$ cat config.mk
export PLATFORM = sky130hd
export DESIGN_NAME = jk_cmd_sequencer
export DESIGN_NICKNAME = d
export VERILOG_FILES = /design/src/rtl/jk_seq_pkg.sv /design/src/rtl/jk_cmd_fifo.sv /design/src/rtl/jk_cmd_sequencer.sv
export SDC_FILE = /design/constraint.sdc
export NUM_CORES = 1
export LEC_CHECK = 0
export ABC_AREA = 1
export CAP_MARGIN = 10
export CORE_MARGIN = 3
export CORE_UTILIZATION = 40
export DETAILED_ROUTE_END_ITERATION = 8
export GPL_TIMING_DRIVEN = 0
export PLACE_DENSITY = 0.57
export SYNTH_ARGS = -nofsm -noshare
export SYNTH_HDL_FRONTEND = slang
export SYNTH_HIERARCHICAL = 1
export SYNTH_SLANG_ARGS = --single-unit
$ cat constraint.sdc
create_clock -name clk -period 2 [get_ports clk]
set_input_delay 0.3 -clock clk [delete_from_list [all_inputs] [get_ports clk]]
set_output_delay 0.3 -clock clk [all_outputs]
set_load 0.005 [all_outputs]
$ cat src/rtl/jk_seq_pkg.sv
// Shared encodings and defaults for the JK command sequencer.
// Optional q checker is enabled with JK_SEQ_CHECK_EN.
package jk_seq_pkg;

  localparam logic [1:0] OP_HOLD = 2'b00;
  localparam logic [1:0] OP_RST  = 2'b01;
  localparam logic [1:0] OP_SET  = 2'b10;
  localparam logic [1:0] OP_TGL  = 2'b11;

  localparam int DEF_DEPTH = 4;
  localparam int DEF_LEN_W = 8;

  typedef enum logic [1:0] {
    IDLE,
    DRIVE,
    GAP
  } state_t;

endpackage

$ cat src/rtl/jk_cmd_fifo.sv
// Synchronous command FIFO; an extra pointer MSB
// tells full from empty.
module jk_cmd_fifo #(
  parameter int DEPTH = 4,
  parameter int W     = 10
) (
  input  logic         clk,
  input  logic         rst,
  input  logic         push,
  input  logic [W-1:0] wdata,
  input  logic         pop,
  output logic [W-1:0] rdata,
  output logic         full,
  output logic         empty
);

  localparam int AW = $clog2(DEPTH);

  logic [W-1:0] mem [DEPTH];
  logic [AW:0]  wp;
  logic [AW:0]  rp;

  assign empty = (wp == rp);
  assign full  = (wp[AW] != rp[AW]) &&
                 (wp[AW-1:0] == rp[AW-1:0]);
  assign rdata = mem[rp[AW-1:0]];

  always_ff @(posedge clk or posedge rst) begin
    if (rst) begin
      wp <= '0;
      rp <= '0;
    end else begin
      if (push && !full)
        wp <= wp + (AW+1)'(1);
      if (pop && !empty)
        rp <= rp + (AW+1)'(1);
    end
  end

  always_ff @(posedge clk) begin
    if (push && !full)
      mem[wp[AW-1:0]] <= wdata;
  end

endmodule

$ cat src/rtl/jk_cmd_sequencer.sv
// Buffers JK commands and plays each out as an enable burst plus one gap.
// Define JK_SEQ_CHECK_EN to add the q_in reference check and sticky err.
module jk_cmd_sequencer
  import jk_seq_pkg::*;
#(
  parameter int DEPTH = DEF_DEPTH,
  parameter int LEN_W = DEF_LEN_W
) (
  input  logic             clk,
  input  logic             rst,
  input  logic             cmd_valid,
  output logic             cmd_ready,
  input  logic [1:0]       cmd_op,
  input  logic [LEN_W-1:0] cmd_len,
  output logic             j,
  output logic             k,
  output logic             en,
  output logic             busy
`ifdef JK_SEQ_CHECK_EN
  ,
  input  logic             q_in,
  output logic             err
`endif
);

  localparam int W = 2 + LEN_W;

  state_t           state;
  logic [LEN_W-1:0] cnt;
  logic             push;
  logic             pop;
  logic             full;
  logic             empty;
  logic [W-1:0]     head;
  logic [1:0]       hop;
  logic [LEN_W-1:0] hlen;

  assign cmd_ready   = !full;
  assign push        = cmd_valid && !full;
  assign pop         = !empty && (state == IDLE || state == GAP);
  assign {hop, hlen} = head;

  jk_cmd_fifo #(
    .DEPTH (DEPTH),
    .W     (W)
  ) u_fifo (
    .clk   (clk),
    .rst   (rst),
    .push  (push),
    .wdata ({cmd_op, cmd_len}),
    .pop   (pop),
    .rdata (head),
    .full  (full),
    .empty (empty)
  );

  always_ff @(posedge clk or posedge rst) begin
    if (rst) begin
      state <= IDLE;
      cnt   <= '0;
      j     <= 1'b0;
      k     <= 1'b0;
      en    <= 1'b0;
      busy  <= 1'b0;
    end else begin
      unique case (state)
        IDLE, GAP: begin
          if (!empty) begin
            cnt  <= hlen;
            busy <= 1'b1;
            if (hlen != '0) begin
              state  <= DRIVE;
              {j, k} <= hop;
              en     <= 1'b1;
            end else begin
              // zero-length command: just one gap cycle
              state  <= GAP;
              {j, k} <= 2'b00;
              en     <= 1'b0;
            end
          end else begin
            state  <= IDLE;
            {j, k} <= 2'b00;
            en     <= 1'b0;
            busy   <= push;
          end
        end
        DRIVE: begin
          busy <= 1'b1;
          if (cnt == LEN_W'(1)) begin
            state  <= GAP;
            {j, k} <= 2'b00;
            en     <= 1'b0;
          end else begin
            cnt <= cnt - LEN_W'(1);
          end
        end
        default: state <= IDLE;
      endcase
    end
  end

`ifdef JK_SEQ_CHECK_EN
  logic exp_q;
  logic model_valid;

  always_ff @(posedge clk or posedge rst) begin
    if (rst) begin
      exp_q       <= 1'b0;
      model_valid <= 1'b0;
      err         <= 1'b0;
    end else begin
      if (en) begin
        unique case ({j, k})
          OP_RST:  exp_q <= 1'b0;
          OP_SET:  exp_q <= 1'b1;
          OP_TGL:  exp_q <= ~exp_q;
          default: exp_q <= exp_q;
        endcase
      end
      // j != k during drive means a set or reset is completing
      if (state == DRIVE && cnt == LEN_W'(1) && j != k)
        model_valid <= 1'b1;
      if (state == GAP && model_valid && q_in != exp_q)
        err <= 1'b1;
    end
  end
`endif

endmodule

Word-level counts from Yosys, hierarchy flattened
Memory sizes are Yosys's and may differ from the RTL's.
Index checks and enable logic that the tools add are counted.
{"block": "word_totals", "regBits": 20, "mem_bits_rw": 40, "in_bits": 13, "out_inout_bits": 5, "word_cells": 56, "n_memories": 1}
{"memory": "u_fifo.mem", "words": 4, "width": 10, "rd": 1, "rd_ports_with_merged_regs": 0, "write_ports": 1, "line_no": "jk_cmd_fifo.sv:19", "source": "logic [W-1:0] mem [DEPTH];"}
{"block": "op_classes", "n_addsub": 3, "eq_ne": 9, "muxes": 21, "reduce_logical": 14}
{"operator": "$mux W8", "n": 2}
{"operator": "$pmux W8 S2", "n": 1}
{"operator": "$mux W1", "n": 10}
{"operator": "$eq A8 B1 Y1 const B", "n": 1}
{"operator": "$pmux W1 S2", "n": 4}
{"operator": "$reduce_bool A8 Y1", "n": 1}
{"operator": "$sub A8 B1 Y8 const B", "n": 1}
{"operator": "$add A3 B1 Y3 const B", "n": 2}
{"operator": "$mux W2", "n": 3}
{"operator": "$ne A2 B2 Y1 const B", "n": 3}
{"operator": "$logic_and A1 B1 Y1", "n": 5}
{"operator": "$pmux W2 S2", "n": 1}
{"operator": "$eq A3 B3 Y1", "n": 1}
{"operator": "$reduce_and A3 Y1", "n": 1}
{"operator": "$eq A2 B1 Y1 const B", "n": 1}
{"operator": "$eq A2 B2 Y1", "n": 1}
{"operator": "$eq A2 B2 Y1 const B", "n": 1}
{"operator": "$logic_not A1 Y1", "n": 2}
{"operator": "$logic_not A2 Y1", "n": 1}
{"operator": "$reduce_and A2 Y1", "n": 1}
{"operator": "$reduce_bool A2 Y1", "n": 1}
{"operator": "$reduce_or A2 Y1", "n": 1}
{"operator": "$logic_or A1 B1 Y1", "n": 1}
{"operator": "$ne A1 B1 Y1", "n": 1}

Logic depth before layout (Yosys ltp)
Gate-level depths: netlist of the first run.
{"block": "logic_depth", "word_depth": 7, "ltp_mapped": 13, "depth_no_buf": 13}

Cells and area by module
The synthesis of the first run kept the hierarchy.
{"module": "jk_cmd_fifo", "n_inst": 1, "cells_per_inst": 159, "area_each_um2": 1914.3, "seq_area_each_um2": 1351.3}
{"module": "jk_cmd_sequencer", "n_inst": 1, "cells_per_inst": 124, "area_each_um2": 902.1, "seq_area_each_um2": 350.3}

Worst setup path after synthesis of the first run
OpenSTA, ideal clock, no wires.
{"block": "synth_path", "kind": "reg-to-reg", "startpoint": "reg u_fifo.wp[1]", "endpoint": "mem u_fifo.mem[0][0], enable pin", "setup_ns": 0.376, "t_arrival_ns": 1.535, "required_time_ns": 1.624, "setup_slack_ns": 0.089, "path_stages_with_launch": 11, "path_buffers": 0, "synth_period_minus_slack_ns": 1.911, "path_cell_list": "dfrtp_1 -> inv_1 -> nand2_1 -> nand2_1 -> nand3_2 -> inv_1 -> inv_1 -> nand2_1 -> inv_1 -> nand2_2 -> nor2_1"}
{"block": "synth_via", "elab_chain_len": 7}
{"element": "from (decl)", "line_no": "jk_cmd_fifo.sv:20", "source": "logic [AW:0] wp;"}
{"element": "from (signal assigned)", "line_no": "jk_cmd_fifo.sv:34", "source": "wp <= wp + (AW+1)'(1);"}
{"element": "$eq A2 B2 Y1", "line_no": "jk_cmd_fifo.sv:25", "source": "(wp[AW-1:0] == rp[AW-1:0]);"}
{"element": "$logic_and A1 B1 Y1", "line_no": "jk_cmd_fifo.sv:24", "source": "assign full = (wp[AW] != rp[AW]) &&"}
{"element": "via full", "line_no": "jk_cmd_sequencer.sv:32", "source": "logic full;"}
{"element": "$logic_not A1 Y1"}
{"element": "via cmd_ready", "line_no": "jk_cmd_sequencer.sv:12", "source": "output logic cmd_ready,"}
{"element": "$logic_and A1 B1 Y1", "line_no": "jk_cmd_sequencer.sv:39", "source": "assign push = cmd_valid && !full;"}
{"element": "via push", "line_no": "jk_cmd_sequencer.sv:30", "source": "logic push;"}
{"element": "$logic_and A1 B1 Y1", "line_no": "jk_cmd_fifo.sv:41", "source": "if (push && !full)"}
{"element": "$mux W1", "line_no": "jk_cmd_fifo.sv:41"}
{"element": "$mux W1 (implied by the code)", "line_no": "jk_cmd_fifo.sv:42", "source": "mem[wp[AW-1:0]] <= wdata;"}
{"element": "to (decl)", "line_no": "jk_cmd_fifo.sv:19"}
The timed path passes the listed nets, and every way through them passes these cells.

Worst setup path in the final report of the first run
{"block": "layout_path", "startpoint": "reg u_fifo.rp[0]", "endpoint": "mem u_fifo.mem[0][5], enable pin"}
{"block": "layout_via", "elab_chain_len": 7}
{"element": "from (decl)", "line_no": "jk_cmd_fifo.sv:21", "source": "logic [AW:0] rp;"}
{"element": "from (signal assigned)", "line_no": "jk_cmd_fifo.sv:36", "source": "rp <= rp + (AW+1)'(1);"}
{"element": "$eq A2 B2 Y1", "line_no": "jk_cmd_fifo.sv:25"}
{"element": "$logic_and A1 B1 Y1", "line_no": "jk_cmd_fifo.sv:24"}
{"element": "via full", "line_no": "jk_cmd_sequencer.sv:32"}
{"element": "$logic_not A1 Y1", "line_no": "jk_cmd_sequencer.sv:39"}
{"element": "$logic_and A1 B1 Y1", "line_no": "jk_cmd_sequencer.sv:39"}
{"element": "via push", "line_no": "jk_cmd_sequencer.sv:30"}
{"element": "$logic_and A1 B1 Y1", "line_no": "jk_cmd_fifo.sv:41"}
{"element": "$mux W1", "line_no": "jk_cmd_fifo.sv:41"}
{"element": "$mux W1 (implied by the code)", "line_no": "jk_cmd_fifo.sv:42"}
The timed path passes the listed nets, and every way through them passes these cells.

==> results by group, run 1 <==
STA
  – Worst rel slew slack: 63.9%
  – Worst-margin pin slew: 0.541 ns
  – Setup TNS: 0 ns
  – Worst Clk Skew: 0.0110 ns
  – Post-layout minimum cycle time: 1.82 ns
  – Final setup violation count: 0
  – Achievable Freq: 0.548 GHz
  – Final count of pins violating max slew: 0
  – Final-report hold violation count: 0
  – Setup repair after global routing missed its margin: false
  – Worst-case hold slack: 0.217 ns
  – Period Utilization, post-route: 91.2%

Synthesis
  – Mapped Nets: 303
  – Mapped Avg Cell Area: 9.95 sq um
  – Leading post-synthesis cells by cell area: sky130_fd_sc_hd__edfxtp_1 43%, sky130_fd_sc_hd__dfrtp_1 18%, sky130_fd_sc_hd__nand2_1 9.5%
  – Netlist area before placement: 0.00282 sq mm
  – Sequential cell area fraction in the yosys report: 60.4%
  – Number of different library cells in the post-synthesis netlist: 28
  – Post-synth top area share: 42.6%
  – Synth Instances: 283
  – Yosys reg bits: 60
  – Yosys warning total: 6
  – Cell taking the most area after synthesis: sky130_fd_sc_hd__edfxtp_1

Detailed routing
  – Via density per instance: 4.72
  – Routed wire length per instance: 13.2 um
  – Router iterations before antenna repair: 4
  – Post-DRT Antenna Nets: 0
  – Overall routed net length: 5490 um
  – First-iteration detailed-routing DRC count: 75
  – DRC errors left: 0
  – Via count: 1958

Die
  – CORE AREA: 0.00657 sq mm
  – Effective utilization at floorplan: 42.9%
  – # rows: 29
  – Width of the die: 89.9 um
  – Ports: 18
  – Die Y-Extent: 89.9 um
  – Area of the die: 0.00808 sq mm

Place
  – Post-Place Cell Area: 0.00310 sq mm
  – Placed instance count: 393
  – Global placer's final weighted congestion: 0.767
  – Detail Placement HPWL: 3650 um
  – Input/output buffers: 17

Cells and area
  – Area of all placed cells without fillers: 0.00341 sq mm
  – Synth-to-Final Area Change: 21.2%
  – Layout Nets: 338
  – Number of antenna diodes: 0
  – Proportion of layout cells with a drive suffix above 1: 18.6%
  – Final std cells w/o fill: 415

Setup path
  – CP Launch Type: flop
  – Data required time of the worst path: 1.99 ns
  – Crit path max fanout: 10
  – Delay of the slowest cell on the worst path: 0.46 ns
  – Number of buffers and inverters on the critical path: 3
  – Cell with the largest stage delay on the worst path: sky130_fd_sc_hd__dfrtp_2
  – Kind of critical path: flop to flop
  – Ordered cell list for the critical path: xnor2_2 -> nand3_2 -> inv_1 -> inv_1 -> nand2_1 -> inv_1 -> nand2_2 -> nor2_4
  – Arrival time at the worst endpoint: 1.82 ns
  – Family of cells with the greatest summed delay on the critical path: simple AND/OR/NAND/NOR gates
  – Top cell by count, worst path: sky130_fd_sc_hd__inv_1
  – Critical Path Sink Type: flop

Job
  – Max capacitance violation total: 0

CTS
  – Number of buffers created by CTS: 9
  – H-tree lvl count: 3
  – Max clock buf depth: 2
  – CTS clock-pin slew for the worst setup and hold paths: 0.07 ns
  – Clock latency on the worst-skew pair: 0.33 ns
  – CTS Hold Bufs: 0
  – Number of clock sinks: 60
  – TritonCTS clock tree: yes
  – CTS Root Cell: sky130_fd_sc_hd__clkbuf_8

GRT
  – First-pass GRT wire length: 9100 um
  – Vias in the first global route: 1867
  – Total gr overflow: 0
  – Pin count of the biggest net entering global routing: 15
  – Tot GR Track Use: 14.5%
  – Initial antenna violation count: 0

Pwr
  – P per Cell Area: 1630 mW/mm^2
  – Peak supply drop: 722 uV
  – Total leakage power: 1.43 nW

Outcome
  – Run status: complete, no violations

Hold path
  – Type of the most critical hold path: primary input to async pin
==> worst paths after layout <==
check,slack (ns),start,end,cells past startpoint
min,0.22,rst,u_fifo/wp[2]$_DFFE_PP0P_,2
min in group clk,0.47,k$_DFFE_PP0P_,k$_DFFE_PP0P_,2
max,0.18,u_fifo/rp[0]$_DFFE_PP0P_,u_fifo/mem[0][5]$_DFFE_PP_,8
max in group asynchronous,1.29,rst,cnt[7]$_DFFE_PP0P_,2
min reg2reg,0.47,k$_DFFE_PP0P_,k$_DFFE_PP0P_,2
max reg2reg,0.18,u_fifo/rp[0]$_DFFE_PP0P_,u_fifo/mem[0][5]$_DFFE_PP_,8
==> kinds of logic (layout without fill, tap and decap cells) <==
family	Yosys count	count (layout)	synth area share, %
AOI/OAI and AO/OA	43	43	9.29
DFF	60	60	60.4
buffers and inverters	38	77	5.73
adders and majority gates	7	7	3.11
xor gates and xnor gates	2	2	0.889
and+or+nand+nor	133	133	20.6
==> registers in the layout (all words and copies together), names as in the netlist <==
signal	count
k	1
state	2
busy	1
u_fifo/mem	40
u_fifo/wp	3
cnt	8
en	1
j	1
u_fifo/rp	3
==> cell usage after synthesis <==
cell type / n
sky130_fd_sc_hd__nand4_1: 2
sky130_fd_sc_hd__nand2_2: 4
sky130_fd_sc_hd__nor2_4: 2
sky130_fd_sc_hd__buf_2: 4
sky130_fd_sc_hd__nand2_4: 1
sky130_fd_sc_hd__nand3_2: 3
sky130_fd_sc_hd__inv_1: 29
sky130_fd_sc_hd__buf_6: 1
sky130_fd_sc_hd__o21ai_2: 5
sky130_fd_sc_hd__inv_4: 1
sky130_fd_sc_hd__buf_4: 1
sky130_fd_sc_hd__nor2_1: 33
sky130_fd_sc_hd__nor2_2: 2
sky130_fd_sc_hd__buf_1: 1
sky130_fd_sc_hd__ha_1: 7
sky130_fd_sc_hd__o21ai_4: 1
sky130_fd_sc_hd__nand3_1: 15
sky130_fd_sc_hd__o22ai_1: 10
sky130_fd_sc_hd__clkbuf_1: 1
sky130_fd_sc_hd__dfrtp_1: 20
sky130_fd_sc_hd__edfxtp_1: 40
sky130_fd_sc_hd__nand2_1: 71
sky130_fd_sc_hd__a21boi_0: 1
sky130_fd_sc_hd__o21ai_0: 21
sky130_fd_sc_hd__xnor2_2: 1
sky130_fd_sc_hd__xor2_1: 1
sky130_fd_sc_hd__a31oi_1: 1
sky130_fd_sc_hd__o21ai_1: 4
==> power by group <==
group	switching (mW)	internal, mW	total [mW]
registers	0.215	1.74	1.96
logic	1.61	0.986	2.60
clock network	0.459	0.557	1.02
==> through the flow <==
step / total power [mW] / util (%) / setup slack (ns)
2_1_floorplan: 3.75 / - / 0.0887
3_3_place_gp: 4.35 / 47.2 / -0.402
3_5_place_dp: 4.37 / 47.2 / -0.424
4_1_cts: 5.49 / 50.8 / -0.0464
5_1_grt: 6.10 / 52.0 / 0.0160
6_report: 5.57 / 52.0 / 0.176
==> routing by layer <==
metal / global-route usage [%] / vias to the layer above / part of all wire, %
li1: - / 1015 / -
met1: 18.8 / 911 / 47
met2: 23.2 / 26 / 49
met3: 4.34 / 6 / 3.3
met4: 5.36 / 0 / 0.97
met5: 0 / - / 0
==> timing repair <==
item,4_1_cts,5_1_grt
endpoints found under the setup margin,41,33
gates resized for setup,6,13
buffers inserted,3,4
pin swaps,1,3
==> placed cells by master, fill, tap and decap left out, drive strengths merged, types with 2 or more instances in the layout <==
cell | Yosys | final
buf | 7 | 14
o22ai | 10 | 10
ha | 7 | 7
clkdlybuf4s50 | 0 | 16
clkinv | 0 | 5
nand2 | 76 | 76
dfrtp | 20 | 20
o21ai | 31 | 31
clkbuf | 1 | 10
nand3 | 18 | 18
inv | 30 | 29
edfxtp | 40 | 40
nand4 | 2 | 2
nor2 | 37 | 37
==> final cells by class <==
class / instances / area, sq um
well taps: 93 / 116
fillers: 598 / 3150
repair buffers: 24 / 263
clock buffers: 9 / 124
clock inverters: 6 / 56.3
flip-flops and latches: 60 / 1710
plain buffers: 8 / 47.5
inverters: 30 / 119
multi-input cells: 185 / 981
No activity file was read; power rests on OpenSTA's default activity.
==> inputs of run 2 (changes only) <==
- RECOVER_POWER: default -> 50
- SLEW_MARGIN: default -> 25
==> run 2 against run 1 <==
Die area stayed put. Clock skew unchanged. Wire length is essentially flat. Flip-flop and latch count unchanged. Count of clock-buffer cells in the layout unchanged. Sequential power is essentially flat. Worst hold slack improved by 0.13 ns. Worst setup slack about the same. First-iteration DRC count unchanged. Via count stayed put. Utilization is the same. Combinational power hardly changed. Largest cell class unchanged.
==> results by group, run 2 (synthesis gave the netlist of run 1 again) <==
Outcome
  – Run status: complete, no violations

CTS
  – CTS Root Cell: sky130_fd_sc_hd__clkbuf_8
  – Number of clock sinks: 60 (unchanged)
  – Clock latency on the worst-skew pair: 0.33 ns (about the same)
  – H-tree lvl count: 3 (unchanged)
  – Max clock buf depth: 2 (unchanged)
  – Number of buffers created by CTS: 9 (unchanged)
  – CTS clock-pin slew for the worst setup and hold paths: 0.07 ns (about the same)
  – TritonCTS clock tree: yes
  – CTS Hold Bufs: 0 (unchanged)

Place
  – Global placer's final weighted congestion: 0.767 (unchanged)
  – Worst slack, placed: -0.424 ns (unchanged)
  – Detail Placement HPWL: 3650 um (unchanged)
  – Placed instance count: 393 (unchanged)
  – Input/output buffers: 17 (unchanged)

STA
  – Post-layout minimum cycle time: 1.82 ns (+0.0000360 ns)
  – Period Utilization, post-route: 91.2% (about the same)
  – Worst rel slew slack: 63.9% (about the same)
  – Worst-margin pin slew: 0.541 ns (-0.0000237 ns)
  – Worst setup slack after layout: 0.176 ns (-0.0000360 ns)
  – Achievable Freq: 0.548 GHz (about the same)
  – Final-report hold violation count: 0 (unchanged)
  – Setup repair after global routing missed its margin: false
  – Final setup violation count: 0 (unchanged)
  – Final count of pins violating max slew: 0 (unchanged)
  – Setup TNS: 0 ns (unchanged)
  – Worst Clk Skew: 0.0110 ns (unchanged)

Die
  – # rows: 29 (unchanged)
  – Die Y-Extent: 89.9 um (unchanged)
  – Area of the die: 0.00808 sq mm (unchanged)
  – Ports: 18 (unchanged)
  – Effective utilization at floorplan: 42.9% (unchanged)
  – Width of the die: 89.9 um (unchanged)
  – CORE AREA: 0.00657 sq mm (unchanged)

Setup path
  – Critical Path Sink Type: flop
  – Reg2reg path depth: 8 (unchanged)
  – CP Launch Type: flop
  – Arrival time at the worst endpoint: 1.82 ns (about the same)
  – Data required time of the worst path: 1.99 ns (about the same)
  – Crit path max fanout: 10 (unchanged)
  – Kind of critical path: flop to flop

GRT
  – Pin count of the biggest net entering global routing: 15 (unchanged)
  – Total gr overflow: 0 (unchanged)
  – Vias in the first global route: 1867 (unchanged)
  – Initial antenna violation count: 0 (unchanged)
  – First-pass GRT wire length: 9100 um (unchanged)
  – Tot GR Track Use: 14.5% (unchanged)

Pwr
  – Peak supply drop: 722 uV (unchanged)
  – P per Cell Area: 1630 mW/mm^2 (about the same)
  – Total leakage power: 1.43 nW (+0.20%)
  – Total power: 5.57 mW (about the same)

Cells and area
  – Final std cells w/o fill: 415 (unchanged)
  – Flip-flop count of the largest register, all copies and words added: 40 (unchanged)
  – Synth-to-Final Area Change: 21.2% (unchanged)
  – Layout Nets: 338 (unchanged)
  – Most common cell after layout, fill and taps aside: sky130_fd_sc_hd__nand2_1
  – Filler Cells Inserted: 598 (unchanged)
  – Commonest cells after routing, fill and taps aside: 70 x sky130_fd_sc_hd__nand2_1, 40 x sky130_fd_sc_hd__edfxtp_1, 29 x sky130_fd_sc_hd__nor2_1
  – Number of antenna diodes: 0 (unchanged)
  – Proportion of layout cells with a drive suffix above 1: 18.6% (unchanged)

Detailed routing
  – Via density per instance: 4.72 (unchanged)
  – Routed wire length per instance: 13.2 um (about the same)
  – Topmost layer with routed signal wires: met4
  – First-iteration detailed-routing DRC count: 75 (unchanged)
  – Met3 wire length: 181 um (unchanged)
  – Overall routed net length: 5490 um (about the same)
  – Met1 layer wirelength in the final routing: 2570 um (unchanged)
  – Via count: 1958 (unchanged)
  – DRC errors left: 0 (unchanged)
  – Router iterations before antenna repair: 4 (unchanged)
  – Routed wl met2: 2690 um (about the same)
  – Post-DRT Antenna Nets: 0 (unchanged)

Job
  – Max capacitance violation total: 0 (unchanged)

Hold path
  – Type of the most critical hold path: primary input to async pin
-- run 2: changes by cell type in the layout (fill, tap and decap cells not counted), sizes merged --
cell	delta
clkdlybuf4s50	-11
dlygate4sd3	+11
-- run 2: repair_timing --
item,CTS,global route
pin swaps,1,3
endpoints found under the setup margin,41,33
gates cloned,0,0
setup buffers,3,4
resized for setup,6,13
-- run 2: final timing paths --
| path | end | start | slack, ns |
|---|---|---|---|
| setup / recovery | u_fifo/mem[0][5]$_DFFE_PP_ | u_fifo/rp[0]$_DFFE_PP0P_ | 0.18 |
| hold / removal | u_fifo/wp[2]$_DFFE_PP0P_ | rst | 0.35 |
| setup reg to reg | u_fifo/mem[0][5]$_DFFE_PP_ | u_fifo/rp[0]$_DFFE_PP0P_ | 0.18 |
| hold reg to reg | k$_DFFE_PP0P_ | k$_DFFE_PP0P_ | 0.47 |
| max in group asynchronous | cnt[7]$_DFFE_PP0P_ | rst | 1.16 |
| min in group clk | k$_DFFE_PP0P_ | k$_DFFE_PP0P_ | 0.47 |
-- run 2: critical path: stages (launching register included) --
cell	delay, ns
sky130_fd_sc_hd__dfrtp_2	0.46
sky130_fd_sc_hd__xnor2_2	0.16
sky130_fd_sc_hd__nand3_2	0.08
sky130_fd_sc_hd__inv_1	0.05
sky130_fd_sc_hd__inv_1	0.05
sky130_fd_sc_hd__nand2_1	0.06
sky130_fd_sc_hd__inv_1	0.14
sky130_fd_sc_hd__nand2_2	0.16
sky130_fd_sc_hd__nor2_4	0.32
-- run 2: per-layer routing --
metal / vias up / global-route usage [%]
li1: 1015 / -
met3: 6 / 4.34
met4: 0 / 5.36
met2: 26 / 23.2
met5: - / 0
met1: 911 / 18.8
-- run 2: through the flow --
stage	instance area [sq um]	hold WS (ns)	utilization, %
3_5_place_dp	3100	0.458	47.2
3_3_place_gp	3100	0.458	47.2
5_1_grt	3410	0.380	52.0
6_report	3410	0.349	52.0
4_1_cts	3340	0.206	50.8
2_1_floorplan	2820	0.0910	-
-- run 2: area by class of cell --
class / instances / area [sq um] / area share [%]
plain buffers: 8 / 47.5 / 1.39
flip-flops and latches: 60 / 1710 / 50.0
inverters: 30 / 119 / 3.48
multi-input cells: 185 / 981 / 28.7
well taps: 93 / 116 / 3.41
clock inverters: 6 / 56.3 / 1.65
repair buffers: 24 / 263 / 7.70
clock buffers: 9 / 124 / 3.63
-- run 2: power breakdown --
| part | switching, mW | internal, mW |
|---|---|---|
| Combinational | 1.61 | 0.981 |
| Clock | 0.459 | 0.557 |
| Sequential | 0.215 | 1.74 |
| Total | 2.29 | 3.28 |
==> inputs of run 3 (changes only) <==
- PLACE_DENSITY: 0.57 -> default
- PLACE_DENSITY_LB_ADDON: default -> 0.3
==> run 3 against run 2 <==
Combinational power is 2% higher. Clock skew is 0.0025 ns lower. Utilization is 0.65 points higher. Worst setup slack worse by 0.055 ns. Worst hold slack worse by 0.0070 ns. Maximum frequency is 2.9% lower. Wire length is 2.9% higher. Power is 2.8% higher. Clock power is 7% higher. Flip-flop and latch count stayed put. First-iteration DRC count is 57% higher. Die area stayed put.
==> results by group, run 3 (synthesis gave the netlist of run 1 again) <==
STA
  – Achievable Freq: 0.532 GHz (-2.9%)
  – Worst setup slack after layout: 0.121 ns (-0.0551 ns)
  – Final setup violation count: 0 (unchanged)
  – Worst-margin pin slew: 0.542 ns (+0.000556 ns)
  – Period Utilization, post-route: 94.0% (+2.8 points)
  – Post-layout minimum cycle time: 1.88 ns (+0.0551 ns)
  – Setup TNS: 0 ns (unchanged)
  – Worst rel slew slack: 63.8% (about the same)
  – Final-report hold violation count: 0 (unchanged)
  – Worst Clk Skew: 0.00851 ns (-0.00253 ns)
  – Final count of pins violating max slew: 0 (unchanged)

Setup path
  – Cell with the largest stage delay on the worst path: sky130_fd_sc_hd__dfrtp_1
  – Delay of the slowest cell on the worst path: 0.44 ns (-0.02 ns)
  – Slack of the worst reg-to-reg path: 0.12 ns (-0.06 ns)
  – Family of cells with the greatest summed delay on the critical path: simple AND/OR/NAND/NOR gates
  – Number of buffers and inverters on the critical path: 4 (+1)
  – Data required time of the worst path: 2.00 ns (about the same)
  – Critical Path Sink Type: flop
  – CP Launch Type: flop
  – Arrival time at the worst endpoint: 1.88 ns (+0.06 ns)
  – Crit path max fanout: 10 (unchanged)
  – Kind of critical path: flop to flop
  – Top cell by count, worst path: sky130_fd_sc_hd__inv_1
  – Ordered cell list for the critical path: inv_2 -> nand2_1 -> nand2_2 -> nand3_4 -> inv_1 -> inv_1 -> nand2_1 -> inv_1 -> nand2_2 -> nor2_4

Cells and area
  – Most common cell after layout, fill and taps aside: sky130_fd_sc_hd__nand2_1
  – Final std cells w/o fill: 417 (+0.48%)
  – Filler Cells Inserted: 589 (-1.5%)
  – Commonest cells after routing, fill and taps aside: 70 x sky130_fd_sc_hd__nand2_1, 40 x sky130_fd_sc_hd__edfxtp_1, 29 x sky130_fd_sc_hd__nor2_1
  – Layout Nets: 339 (+0.30%)
  – Flip-flop count of the largest register, all copies and words added: 40 (unchanged)
  – Synth-to-Final Area Change: 22.7%
  – Proportion of layout cells with a drive suffix above 1: 18.8% (+0.19 points)
  – Number of antenna diodes: 0 (unchanged)

GRT
  – Pin count of the biggest net entering global routing: 15 (unchanged)
  – Met1 Usage GRT: 18.1% (-0.78 points)
  – M2 GR Usage: 24.0% (+0.81 points)
  – Total gr overflow: 0 (unchanged)
  – Tot GR Track Use: 14.4% (-0.19 points)
  – Busiest metal layer after global routing: met2
  – Initial antenna violation count: 0 (unchanged)
  – First-pass GRT wire length: 9160 um (+0.68%)
  – Vias in the first global route: 1957 (+4.8%)
  – Met3 GRT Util: 3.84% (-0.50 points)

CTS
  – Max clock buf depth: 2 (unchanged)
  – CTS clock-pin slew for the worst setup and hold paths: 0.07 ns (about the same)
  – Number of clock sinks: 60 (unchanged)
  – CTS Root Cell: sky130_fd_sc_hd__clkbuf_8
  – CTS Hold Bufs: 0 (unchanged)
  – H-tree lvl count: 3 (unchanged)
  – Number of buffers created by CTS: 9 (unchanged)
  – Clock latency on the worst-skew pair: 0.34 ns (about the same)
  – TritonCTS clock tree: yes

Place
  – Input/output buffers: 17 (unchanged)
  – Detail Placement HPWL: 3670 um (+0.55%)
  – Worst slack, placed: -0.445 ns (-0.0209 ns)
  – Placed instance count: 393 (unchanged)
  – Global placer's final weighted congestion: 0.728 (-5.0%)

Die
  – Effective utilization at floorplan: 42.9% (unchanged)
  – # rows: 29 (unchanged)
  – CORE AREA: 0.00657 sq mm (unchanged)
  – Width of the die: 89.9 um (unchanged)
  – Area of the die: 0.00808 sq mm (unchanged)
  – Die Y-Extent: 89.9 um (unchanged)
  – Ports: 18 (unchanged)

Detailed routing
  – DRC errors left: 0 (unchanged)
  – Routed wire length per instance: 13.5 um (+2.4%)
  – Via count: 2011 (+2.7%)
  – Post-DRT Antenna Nets: 0 (unchanged)
  – Router iterations before antenna repair: 4 (unchanged)
  – Overall routed net length: 5650 um (+2.9%)
  – First-iteration detailed-routing DRC count: 118 (+57%)
  – Via density per instance: 4.82 (+2.2%)

Pwr
  – Total leakage power: 1.46 nW (+1.7%)
  – Power share of the sequential group: 34.6% (-0.6 points)
  – Net Switching: 2.39 mW (+4.5%)
  – Peak supply drop: 662 uV (-8.2%)
  – Clock power frac: 19.1% (+0.8 points)
  – Cell internal pwr: 3.34 mW (+1.7%)
  – Share of total power consumed by net switching: 41.7% (+0.66 points)
  – P per Cell Area: 1660 mW/mm^2 (+1.6%)
  – Proportion of power drawn by combinational gates: 46.4% (-0.2 points)

Job
  – Max capacitance violation total: 0 (unchanged)

Outcome
  – Run status: complete, no violations

Hold path
  – Type of the most critical hold path: primary input to async pin
run 3: changes by cell type in the layout (fill, tap and decap cells not counted):
cell / change
sky130_fd_sc_hd__clkinv_1: -2
sky130_fd_sc_hd__buf_4: +1
sky130_fd_sc_hd__inv_6: +2
sky130_fd_sc_hd__dfrtp_2: -3
sky130_fd_sc_hd__clkinv_4: +1
sky130_fd_sc_hd__nand3_4: +1
sky130_fd_sc_hd__inv_1: +1
sky130_fd_sc_hd__xnor2_2: -1
sky130_fd_sc_hd__buf_1: -1
sky130_fd_sc_hd__dfrtp_1: +3
sky130_fd_sc_hd__xnor2_4: +1
sky130_fd_sc_hd__nand3_2: -1
sky130_fd_sc_hd__clkbuf_2: +1
sky130_fd_sc_hd__inv_2: -1
run 3: layer usage:
layer / vias to the layer above / wire length, um
met5: - / 0
met4: 0 / 51
met3: 5 / 343
met2: 54 / 2750
met1: 938 / 2510
li1: 1014 / -
run 3: layout make-up:
| class | instances | area [sq um] | share of cell area, % |
|---|---|---|---|
| timing repair buffer | 25 | 270 | 7.82 |
| buffer | 8 | 48.8 | 1.41 |
| multi-input combinational | 185 | 1000 | 28.9 |
| inverter | 30 | 119 | 3.44 |
| clock inverter | 7 | 75.1 | 2.17 |
| clock buffer | 9 | 124 | 3.58 |
| tap | 93 | 116 | 3.37 |
| sequential | 60 | 1700 | 49.3 |
run 3: stage by stage:
stage,power (mW),utilization [%],area (sq um),hold WS (ns)
6_report,5.72,52.6,3460,0.342
5_1_grt,6.21,52.6,3460,0.376
4_1_cts,5.65,51.5,3380,0.206
3_5_place_dp,4.39,47.2,3100,0.464
3_3_place_gp,4.33,47.2,3100,0.460
2_1_floorplan,3.75,-,2820,0.0910
run 3: power groups by stage:
stage / Sequential, mW / Combinational [mW] / Clock (mW)
after floorplan: 1.94 / 1.81 / 0
after detailed placement: 1.99 / 2.39 / 0
final: 1.98 / 2.65 / 1.09
after CTS: 1.98 / 2.55 / 1.12
after global routing: 2.02 / 3.01 / 1.18
after global placement: 1.99 / 2.34 / 0
run 3: final timing paths:
path                       depth (start not counted)                startpoint                          to
max in group asynchronous                          2                       rst              en$_DFFE_PP0P_
setup / recovery                                  10  u_fifo/rp[1]$_DFFE_PP0P_  u_fifo/mem[0][8]$_DFFE_PP_
hold reg to reg                                    2             j$_DFFE_PP0P_               j$_DFFE_PP0P_
min in group clk                                   2             j$_DFFE_PP0P_               j$_DFFE_PP0P_
setup reg to reg                                  10  u_fifo/rp[1]$_DFFE_PP0P_  u_fifo/mem[0][8]$_DFFE_PP_
hold / removal                                     2                       rst    u_fifo/rp[1]$_DFFE_PP0P_
run 3: timing repair:
action | in CTS | in global routing
setup buffers | 4 | 4
setup endpoints to repair | 41 | 35
pin swaps | 1 | 2
gates resized for setup | 9 | 9
